**config.mk**
```make
export PLATFORM = sky130hd
export DESIGN_NAME = muldiv_ctrl
export DESIGN_NICKNAME = d
export VERILOG_FILES = /design/src/rtl/muldiv_pkg.sv /design/src/rtl/muldiv_core.sv /design/src/rtl/muldiv_ctrl.sv
export SDC_FILE = /design/constraint.sdc
export NUM_CORES = 1
export LEC_CHECK = 0
export BUFFER_PORTS_ARGS = -buffer_cell sky130_fd_sc_hd__buf_2
export CAP_MARGIN = 20
export CELL_PAD_IN_SITES_DETAIL_PLACEMENT = 0
export CELL_PAD_IN_SITES_GLOBAL_PLACEMENT = 1
export CORE_MARGIN = 3
export CORE_UTILIZATION = 25
export CTS_CLUSTER_SIZE = 12
export DETAILED_ROUTE_END_ITERATION = 10
export PLACE_DENSITY_LB_ADDON = 0.1
export SETUP_SLACK_MARGIN = 0.5
export SKIP_LAST_GASP = 1
export SLEW_MARGIN = 10
export SYNTH_ARGS = -nofsm -noshare
export SYNTH_HDL_FRONTEND = slang
export SYNTH_HIERARCHICAL = 1
export SYNTH_SLANG_ARGS = --single-unit
```
**constraint.sdc**
```tcl
create_clock -name clk -period 7.6 [get_ports clk]
set_clock_uncertainty 0.05 [all_clocks]
set_input_delay 1.9 -clock clk [delete_from_list [all_inputs] [get_ports clk]]
set_output_delay 1.9 -clock clk [all_outputs]
set_load 0.01 [all_outputs]
```
**src/rtl/muldiv_pkg.sv**
```systemverilog
// rtl/muldiv_pkg.sv - shared encodings and constants for the multiply/divide controller
package muldiv_pkg;

    localparam int MD_STEPS = 32;
    localparam int MD_CNT_W = 6;

    typedef enum logic [1:0] {
        MD_MULT  = 2'b00,
        MD_MULTU = 2'b01,
        MD_DIV   = 2'b10,
        MD_DIVU  = 2'b11
    } md_op_t;

    typedef enum logic [1:0] {
        ST_IDLE = 2'b00,
        ST_BUSY = 2'b01,
        ST_DONE = 2'b10
    } md_state_t;

    function automatic logic md_is_div(input logic [1:0] op);
        return op[1];
    endfunction

    function automatic logic md_is_signed(input logic [1:0] op);
        return ~op[0];
    endfunction

endpackage

```
**src/rtl/muldiv_core.sv**
```systemverilog
// rtl/muldiv_core.sv - iterative shift-add multiplier / restoring divider datapath with sign fix-up
module muldiv_core
    import muldiv_pkg::*;
(
    input  logic        clk,
    input  logic        resetn,
    input  logic        load,
    input  logic        step,
    input  logic [1:0]  op,
    input  logic [31:0] src_a,
    input  logic [31:0] src_b,
    output logic [31:0] hi_res,
    output logic [31:0] lo_res
);

    logic        a_neg, b_neg;
    logic [31:0] a_mag, b_mag;

    logic [31:0] opnd;
    logic [63:0] acc;
    logic [31:0] a_raw;
    logic        is_div, neg_lo, neg_hi, div_zero;

    logic [32:0] mul_sum;
    logic [63:0] mul_nxt;
    logic [32:0] rem_sh;
    logic [33:0] diff;
    logic [63:0] div_nxt;
    logic [63:0] prod;
    logic [31:0] quo, rem;

    assign a_neg = md_is_signed(op) & src_a[31];
    assign b_neg = md_is_signed(op) & src_b[31];
    assign a_mag = a_neg ? -src_a : src_a;
    assign b_mag = b_neg ? -src_b : src_b;

    always_ff @(posedge clk or negedge resetn) begin
        if (!resetn) begin
            opnd     <= '0;
            acc      <= '0;
            a_raw    <= '0;
            is_div   <= 1'b0;
            neg_lo   <= 1'b0;
            neg_hi   <= 1'b0;
            div_zero <= 1'b0;
        end else if (load) begin
            // Multiply keeps the multiplier in acc[31:0]; divide keeps the dividend there.
            opnd     <= md_is_div(op) ? b_mag : a_mag;
            acc      <= {32'd0, md_is_div(op) ? a_mag : b_mag};
            a_raw    <= src_a;
            is_div   <= md_is_div(op);
            neg_lo   <= a_neg ^ b_neg;
            neg_hi   <= md_is_div(op) ? a_neg : (a_neg ^ b_neg);
            div_zero <= md_is_div(op) && (src_b == 32'd0);
        end else if (step) begin
            acc <= is_div ? div_nxt : mul_nxt;
        end
    end

    assign mul_sum = {1'b0, acc[63:32]} + (acc[0] ? {1'b0, opnd} : 33'd0);
    assign mul_nxt = {mul_sum, acc[31:1]};

    // A shifted remainder above 32 bits always exceeds the divisor, so bit 32 drops safely on borrow.
    assign rem_sh  = acc[63:31];
    assign diff    = {1'b0, rem_sh} - {2'b00, opnd};
    assign div_nxt = diff[33] ? {rem_sh[31:0], acc[30:0], 1'b0}
                              : {diff[31:0],   acc[30:0], 1'b1};

    // Results are taken from the step in flight so HI/LO can load on the final step edge.
    assign prod = neg_lo ? -mul_nxt : mul_nxt;
    assign quo  = neg_lo ? -div_nxt[31:0]  : div_nxt[31:0];
    assign rem  = neg_hi ? -div_nxt[63:32] : div_nxt[63:32];

    always_comb begin
        hi_res = prod[63:32];
        lo_res = prod[31:0];
        if (is_div) begin
            if (div_zero) begin
                hi_res = a_raw;
                lo_res = 32'hFFFF_FFFF;
            end else begin
                hi_res = rem;
                lo_res = quo;
            end
        end
    end

endmodule

```
**src/rtl/muldiv_ctrl.sv**
```systemverilog
// rtl/muldiv_ctrl.sv - mul/div sequencer, HI/LO owner and stall source; MULDIV_FAST_MUL_EN selects single-cycle multiply
module muldiv_ctrl
    import muldiv_pkg::*;
#(
    parameter int STEPS = MD_STEPS
) (
    input  logic        clk,
    input  logic        resetn,
    input  logic        start,
    input  logic [1:0]  op,
    input  logic [31:0] src_a,
    input  logic [31:0] src_b,
    input  logic        cancel,
    input  logic        hilo_we,
    input  logic        hilo_wsel,
    input  logic [31:0] hilo_wdata,
    output logic [31:0] hi,
    output logic [31:0] lo,
    output logic        stallreq,
    output logic        busy,
    output logic        done
);

    localparam logic [MD_CNT_W-1:0] CNT_LAST = MD_CNT_W'(STEPS - 1);

    md_state_t             state, state_nxt;
    logic [MD_CNT_W-1:0]   cnt;
    logic                  start_go, last_step, fast_go;
    logic                  res_we, wr_en;
    logic [31:0]           core_hi, core_lo;
    logic [31:0]           res_hi, res_lo;

`ifdef MULDIV_FAST_MUL_EN
    logic [63:0] ext_a, ext_b, fast_prod;

    // Low 64 bits of a 64x64 product of extended operands serve both signed and unsigned forms.
    assign ext_a     = {{32{md_is_signed(op) & src_a[31]}}, src_a};
    assign ext_b     = {{32{md_is_signed(op) & src_b[31]}}, src_b};
    assign fast_prod = ext_a * ext_b;
    assign fast_go   = ~md_is_div(op);
    assign res_hi    = (start_go && fast_go) ? fast_prod[63:32] : core_hi;
    assign res_lo    = (start_go && fast_go) ? fast_prod[31:0]  : core_lo;
`else
    assign fast_go = 1'b0;
    assign res_hi  = core_hi;
    assign res_lo  = core_lo;
`endif

    assign start_go  = (state == ST_IDLE) && start && !cancel;
    assign last_step = (state == ST_BUSY) && (cnt == CNT_LAST);

    always_ff @(posedge clk or negedge resetn) begin
        if (!resetn) begin
            state <= ST_IDLE;
        end else begin
            state <= state_nxt;
        end
    end

    always_comb begin
        state_nxt = state;
        case (state)
            ST_IDLE: if (start_go) state_nxt = fast_go ? ST_DONE : ST_BUSY;
            ST_BUSY: if (last_step) state_nxt = ST_DONE;
            ST_DONE: state_nxt = ST_IDLE;
            default: state_nxt = ST_IDLE;
        endcase
        if (cancel) state_nxt = ST_IDLE;
    end

    always_ff @(posedge clk or negedge resetn) begin
        if (!resetn) begin
            cnt <= '0;
        end else if (start_go) begin
            cnt <= '0;
        end else if (state == ST_BUSY) begin
            cnt <= cnt + MD_CNT_W'(1);
        end
    end

    muldiv_core u_core (
        .clk    (clk),
        .resetn (resetn),
        .load   (start_go),
        .step   (state == ST_BUSY),
        .op     (op),
        .src_a  (src_a),
        .src_b  (src_b),
        .hi_res (core_hi),
        .lo_res (core_lo)
    );

    assign res_we = (last_step && !cancel) || (start_go && fast_go);
    // A flush also swallows an MTHI/MTLO issued in the same cycle.
    assign wr_en  = hilo_we && !cancel &&
                    (((state == ST_IDLE) && !start) || (state == ST_DONE));

    always_ff @(posedge clk or negedge resetn) begin
        if (!resetn) begin
            hi <= '0;
            lo <= '0;
        end else if (res_we) begin
            hi <= res_hi;
            lo <= res_lo;
        end else if (wr_en) begin
            if (hilo_wsel) hi <= hilo_wdata;
            else           lo <= hilo_wdata;
        end
    end

    assign stallreq = (((state == ST_IDLE) && start) || (state == ST_BUSY)) && !cancel;
    assign busy     = (state == ST_BUSY);
    assign done     = (state == ST_DONE);

endmodule

```
=== After elaboration in Yosys (flattened, before gate mapping) ===
Index checks and enable logic that the tools add are counted.

* Register bits: 204
* Input port bits: 104

* Add/subtract/negate cells: 8
* Eq/ne operators: 6
* Multiplexer cells: 29
* Bitwise logic cells: 4
* Reduce and logical (&&, ||, !) cells: 21

{| class="wikitable"
|+ Operator list
! kind !! number
|-
| 32-bit two-way mux || 17
|-
| 64-bit two-way mux || 5
|-
| 32-bit negator || 4
|-
| 64-bit negator || 1
|-
| 33-bit by 32-bit subtractor with 34-bit output || 1
|-
| 32-bit by 33-bit adder with 33-bit output || 1
|-
| 32-bit logical NOT || 1
|-
| 6-bit two-way mux || 2
|-
| 1-bit logical AND || 9
|-
| 6-bit by 1-bit adder with 6-bit output, second input constant || 1
|-
| 6-bit by 5-bit == test with 1-bit output, second input constant || 1
|-
| 2-bit two-way mux || 3
|-
| 2-bit AND reduction || 3
|-
| 2-bit nonzero test || 3
|-
| 2-bit one-hot mux with 2 select lines || 1
|-
| 3-bit by 2-bit != test with 1-bit output, second input constant || 1
|-
| 3-bit != test, second input constant || 1
|-
| 1-bit AND || 2
|-
| 2-bit by 1-bit == test with 1-bit output, second input constant || 1
|-
| 2-bit == test, second input constant || 1
|-
| 1-bit logical NOT || 2
|-
| 2-bit logical NOT || 1
|-
| 1-bit logical OR || 2
|-
| 2-bit by 1-bit != test with 1-bit output, second input constant || 1
|-
| 3 further kinds || 3
|}

=== Longest topological paths before layout ===
* Word-level depth: 7
* Depth in mapped cells: 26
* Mapped depth without buffers: 22

=== Cells and area by module ===
The synthesis kept the hierarchy.

{| class="wikitable"
|+ Modules (own cells, without submodules)
! module !! instances !! cells each !! area an instance (sq um) !! seq. area each (sq um)
|-
| muldiv_core || 1 || 2174 || 15922.8 || 3303.2
|-
| muldiv_ctrl || 1 || 439 || 4040.1 || 1801.7
|}

=== Worst setup path after synthesis ===
OpenSTA, ideal clock, no wires.

* Path type: register to register
* From: register u_core.acc[41]
* To: register hi[26]
* Library setup time: 132 ps
* Arrival: 5639 ps
* Required time: 7418 ps
* Slack: 1780 ps
* Cell stages (with the launch flop): 25
* Clock period less this slack: 5820 ps
* Cell sequence: dfrtp_1 ha_1 clkbuf_1 a21oi_1 o21ai_1 a22o_1 nor3_1 a21oi_1 inv_1 clkbuf_1 clkbuf_1 clkbuf_1 nor2_1 a21oi_1 ha_1 nand4b_1 nor3b_1 nor4bb_1 o22ai_1 or3b_2 and4_1 a2111oi_0 a21oi_1 nor4_1 a31oi_1

* Longest elaborated chain between the ends: 7
* Elaborated cells between the ends (all ways): 10
* Those cells by class: 4 x add/sub; 6 x mux

{| class="wikitable"
|+ Ends and longest elaborated chain
! element !! line !! text
|-
| from (decl) || muldiv_core.sv:20 || <nowiki>logic [63:0] acc;</nowiki>
|-
| from (signal assigned) || muldiv_core.sv:49 || <nowiki>acc <= {32'd0, md_is_div(op) ? a_mag : b_mag};</nowiki>
|-
| from (signal assigned) || muldiv_core.sv:56 || <nowiki>acc <= is_div ? div_nxt : mul_nxt;</nowiki>
|-
| 33-bit by 32-bit subtractor with 34-bit output || muldiv_core.sv:65 || <nowiki>assign diff = {1'b0, rem_sh} - {2'b00, opnd};</nowiki>
|-
| 64-bit two-way mux || muldiv_core.sv:66 || <nowiki>assign div_nxt = diff[33] ? {rem_sh[31:0], acc[30:0], 1'b0}</nowiki>
|-
| 32-bit negator || muldiv_core.sv:72 || <nowiki>assign rem = neg_hi ? -div_nxt[63:32] : div_nxt[63:32];</nowiki>
|-
| 32-bit two-way mux || muldiv_core.sv:72 ||
|-
| 32-bit two-way mux || muldiv_core.sv:78 || <nowiki>if (div_zero) begin</nowiki>
|-
| 32-bit two-way mux * || muldiv_core.sv:77 || <nowiki>if (is_div) begin</nowiki>
|-
| net core_hi[26] || muldiv_ctrl.sv:30 || <nowiki>logic [31:0] core_hi, core_lo;</nowiki>
|-
| 32-bit two-way mux * || muldiv_ctrl.sv:102 || <nowiki>end else if (res_we) begin</nowiki>
|-
| to (signal assigned) || muldiv_ctrl.sv:103 || <nowiki>hi <= res_hi;</nowiki>
|-
| to (signal assigned) || muldiv_ctrl.sv:106 || <nowiki>if (hilo_wsel) hi <= hilo_wdata;</nowiki>
|-
| to (decl) || muldiv_ctrl.sv:17 || <nowiki>output logic [31:0] hi,</nowiki>
|}

The timed path passes the listed nets; every way through them passes the cells marked *.
A chain may end at the register's enable or synchronous reset.

=== Worst setup path in the final report ===
* From: register u_core.acc[35]
* To: register hi[26]

Same word-level chain as after synthesis.

==> metrics.md <==
| Metric | Value |
|---|---|
| Final hold vios | 0 |
| Clock sink count | 204 |
| CP bufs+invs | 2 |
| Root Buffer | clkbuf_16 |
| Synth area leaders | dfrtp_1 (26%), xor2_1 (5.6%), nand2_1 (4.9%), o21ai_0 (4.9%), xnor2_1 (4.5%) |
| Startpoint types | register |
| Syn Area/Cell | 7.64 um^2 |
| Pwr/cell area | 423 mW/mm^2 |
| Gpl congestion | 0.872 |
| Max-cap violations | 0 |
| Share of layout cells above drive strength 1 | 12.7% |
| Largest net degree at the start of global routing | 111 |
| Register area share after synthesis | 25.6% |
| Clock Pin Slew Worst Setup and Hold Paths | 0.07 ns |
| Total CTS buffers | 29 |
| Post-synth EDFFs | 0 |
| Pre-CTS WS | 0.907 ns |
| Hold depth | 1 |
| Core Region | 0.0782 mm^2 |
| Initial antenna violation count | 3 |
| Cell family with most CP delay | simple AND/OR/NAND/NOR gates |
| Worst Reg-to-Reg Cells | 22 |
| Area Growth Syn to Fin | 12.6% |
| Setup violators final | 0 |
| Slew Limit Headroom | 25.3% |
| Most frequent cell after synthesis | nand2_1 |
| RSZ-0062 raised after global routing | false |
| Critical Path AT | 6.85 ns |
| Final WL | 95.8 mm |
| CP endpoint kind | register |
| Post-synth top area share | 25.6% |
| Synthesized instance count | 2613 |
| Type of the worst min-delay path | reg -> reg |
| Full die area | 0.0833 mm^2 |
| Slew at the pin with the worst max-slew slack | 1.11 ns |
| Pre-Repair DR Iteration Count | 6 |
| CTS H-tree lvls | 1 |
| Post-synth cell types | 90 |
| Final global-route overflow total | 0 |
| CP dominant cell by count | a21oi_1 |
| Post-route ant nets | 0 |
| Hpwl dp | 73.3 mm |
| Fmax | 155 MHz |
| Starting DRT DRC Count | 1624 |
| Final Critical Period | 6.45 ns |
| Clock Latency Late Sink | 0.61 ns |
| Rows | 102 |
| Yosys warns | 6 |
| Via-per-instance ratio | 5.60 |
| CTS tree | yes |
| Wire per inst | 26.1 um |
| Leading area contributor after synthesis | dfrtp_1 |
| Mapped Nets | 2789 |
| Ports | 171 |
| Die Wd | 289 um |
| # DRC | 0 |
| Main synth FF type | dfrtp_1 |
| Run status | complete, no violations |
| Post-CTS Setup Repair Bufs | 0 |
| Cell Area, Synth | 0.0200 mm^2 |
| Hold Slack | 0.432 ns |
| Post-synth top cells | nand2_1 (263), nor2_1 (219), clkbuf_1 (205) |
| Hold path startpoint | u_core/opnd[21]$_DFFE_PN0P_ |
| Slew Limit Fails | 0 |
| Setup_tns | 0 ns |
| Worst vdd ir | 0.000212 V |
| Post-synth ARST share | 100% |
| Critical Path Source | u_core/acc[35]$_DFFE_PN0P_ |
| # fillers | 8576 |
| Required @ worst endpoint | 8.01 ns |
| Crit path max fanout | 11 |
| Input/output buffers | 170 |
| Slowest stage cell, crit path | or3b_2 |
| Worst r2r src | u_core/acc[35]$_DFFE_PN0P_ |
| Max incr delay on CP | 0.56 ns |
| Cell depth of the worst setup path | 22 |
| Fin crit share | 84.8% |
| Gr usage total | 22.1% |
| Leakage | 8.94 nW |
| FF+latch count, synth | 204 |
| First-pass GRT wire length | 138 mm |
| CP Cell Sequence | ha_1, a21oi_1, nand2_1, o21ai_1, a21boi_1, nor3_1, buf_4, a21oi_4, inv_1, nor2_1, a21oi_1, ha_1, nand4b_1, nor3b_1, nor4bb_2, o22ai_1, or3b_2, and4_1, a2111oi_0, a21oi_1, nor4_1, a31oi_1 |
| Max Buffers Root-to-Sink | 3 |
| Initial Util | 25.5% |
| Final setup margin | 1.15 ns |
| Die Ht | 289 um |
| Final Net Count | 2783 |
| Via count of the routed design | 20600 |
| CP Class | reg -> reg |
| Number of global-route vias before repair | 19800 |
==> what timing repair did <==
item	CTS	global route
gates resized for setup	0	2
endpoints found under the setup margin	0	2
hold buffers	0	0
==> flip-flops by register name, indices dropped and copies added (netlist names) <==
name             cells
u_core/opnd         32
state                2
u_core/acc          64
lo                  32
cnt                  6
u_core/neg_lo        1
u_core/is_div        1
u_core/div_zero      1
u_core/a_raw        32
hi                  32
u_core/neg_hi        1
==> final cells by class <==
cell class / count / area (um^2) / area share [%]
multi-input cells: 2096 / 13700 / 60.8
flip-flops and latches: 204 / 5110 / 22.7
well taps: 1040 / 1300 / 5.79
repair buffers: 203 / 1120 / 5.00
clock buffers: 43 / 818 / 3.64
inverters: 73 / 279 / 1.24
clock inverters: 11 / 175 / 0.779
diodes: 4 / 10.0 / 0.0445
==> final timing paths <==
| kind | end | slack (ns) |
|---|---|---|
| setup / recovery | hi[26]$_DFFE_PN0P_ | 1.15 |
| hold / removal | u_core/opnd[21]$_DFFE_PN0P_ | 0.43 |
| setup reg to reg | hi[26]$_DFFE_PN0P_ | 1.15 |
| hold reg to reg | u_core/opnd[21]$_DFFE_PN0P_ | 0.43 |
| max in group asynchronous | u_core/opnd[5]$_DFFE_PN0P_ | 4.98 |
| min in group asynchronous | cnt[5]$_DFFE_PN0P_ | 1.26 |
==> cell families after synthesis <==
family                   share of synthesized area (%)
AO/OA/AOI/OAI                                     26.0
multiplexers                                      6.00
buffers and inverters                             6.20
adder cells (fa/ha/maj)                           4.59
AND/OR/NAND/NOR                                   21.6
flip-flops                                        25.6
XOR/XNOR                                          10.0
==> cell usage in the layout, fill, tap and decap left out, types with 32 or more instances in the layout <==
master / n
a21oi_1: 167
nor3_1: 35
mux2i_1: 77
a211oi_1: 32
xor2_1: 127
xnor2_1: 102
inv_1: 66
o31ai_1: 108
o21ai_0: 196
nor2_1: 218
nor4_1: 82
a31oi_1: 86
nand2_1: 263
dfrtp_1: 201
buf_4: 33
mux2_2: 37
buf_2: 168
nand4_1: 80
ha_1: 70
or3_1: 33
o211ai_1: 43
==> layer usage <==
| metal | share of wire (%) | vias up | routed length [um] | global-route usage, % |
|---|---|---|---|---|
| li1 | - | 9606 | - | - |
| met1 | 47 | 10300 | 45300 | 31.8 |
| met2 | 45 | 612 | 43300 | 35.5 |
| met3 | 5.1 | 77 | 4860 | 2.20 |
| met4 | 2.5 | 0 | 2390 | 5.23 |
| met5 | 0 | - | 0 | 0 |
==> power breakdown <==
| part | internal, W | total (W) | switching, W |
|---|---|---|---|
| Combinational | 0.00211 | 0.00619 | 0.00408 |
| Sequential | 0.00139 | 0.00184 | 0.000457 |
| Clock | 0.000881 | 0.00148 | 0.000596 |
| Total | 0.00437 | 0.00951 | 0.00513 |
==> per-stage QoR <==
step                total power, W  utilization (%)  std cells  instance area [um^2]
finish                     0.00951             28.7       3674                 22500
global placement           0.00802             27.4       3615                 21500
floorplan                  0.00580                -       2613                 20000
CTS                        0.00952             28.7       3669                 22500
global route                0.0101             28.7       3670                 22500
detailed placement         0.00799             27.4       3615                 21500
No activity file was read; power rests on OpenSTA's default activity.
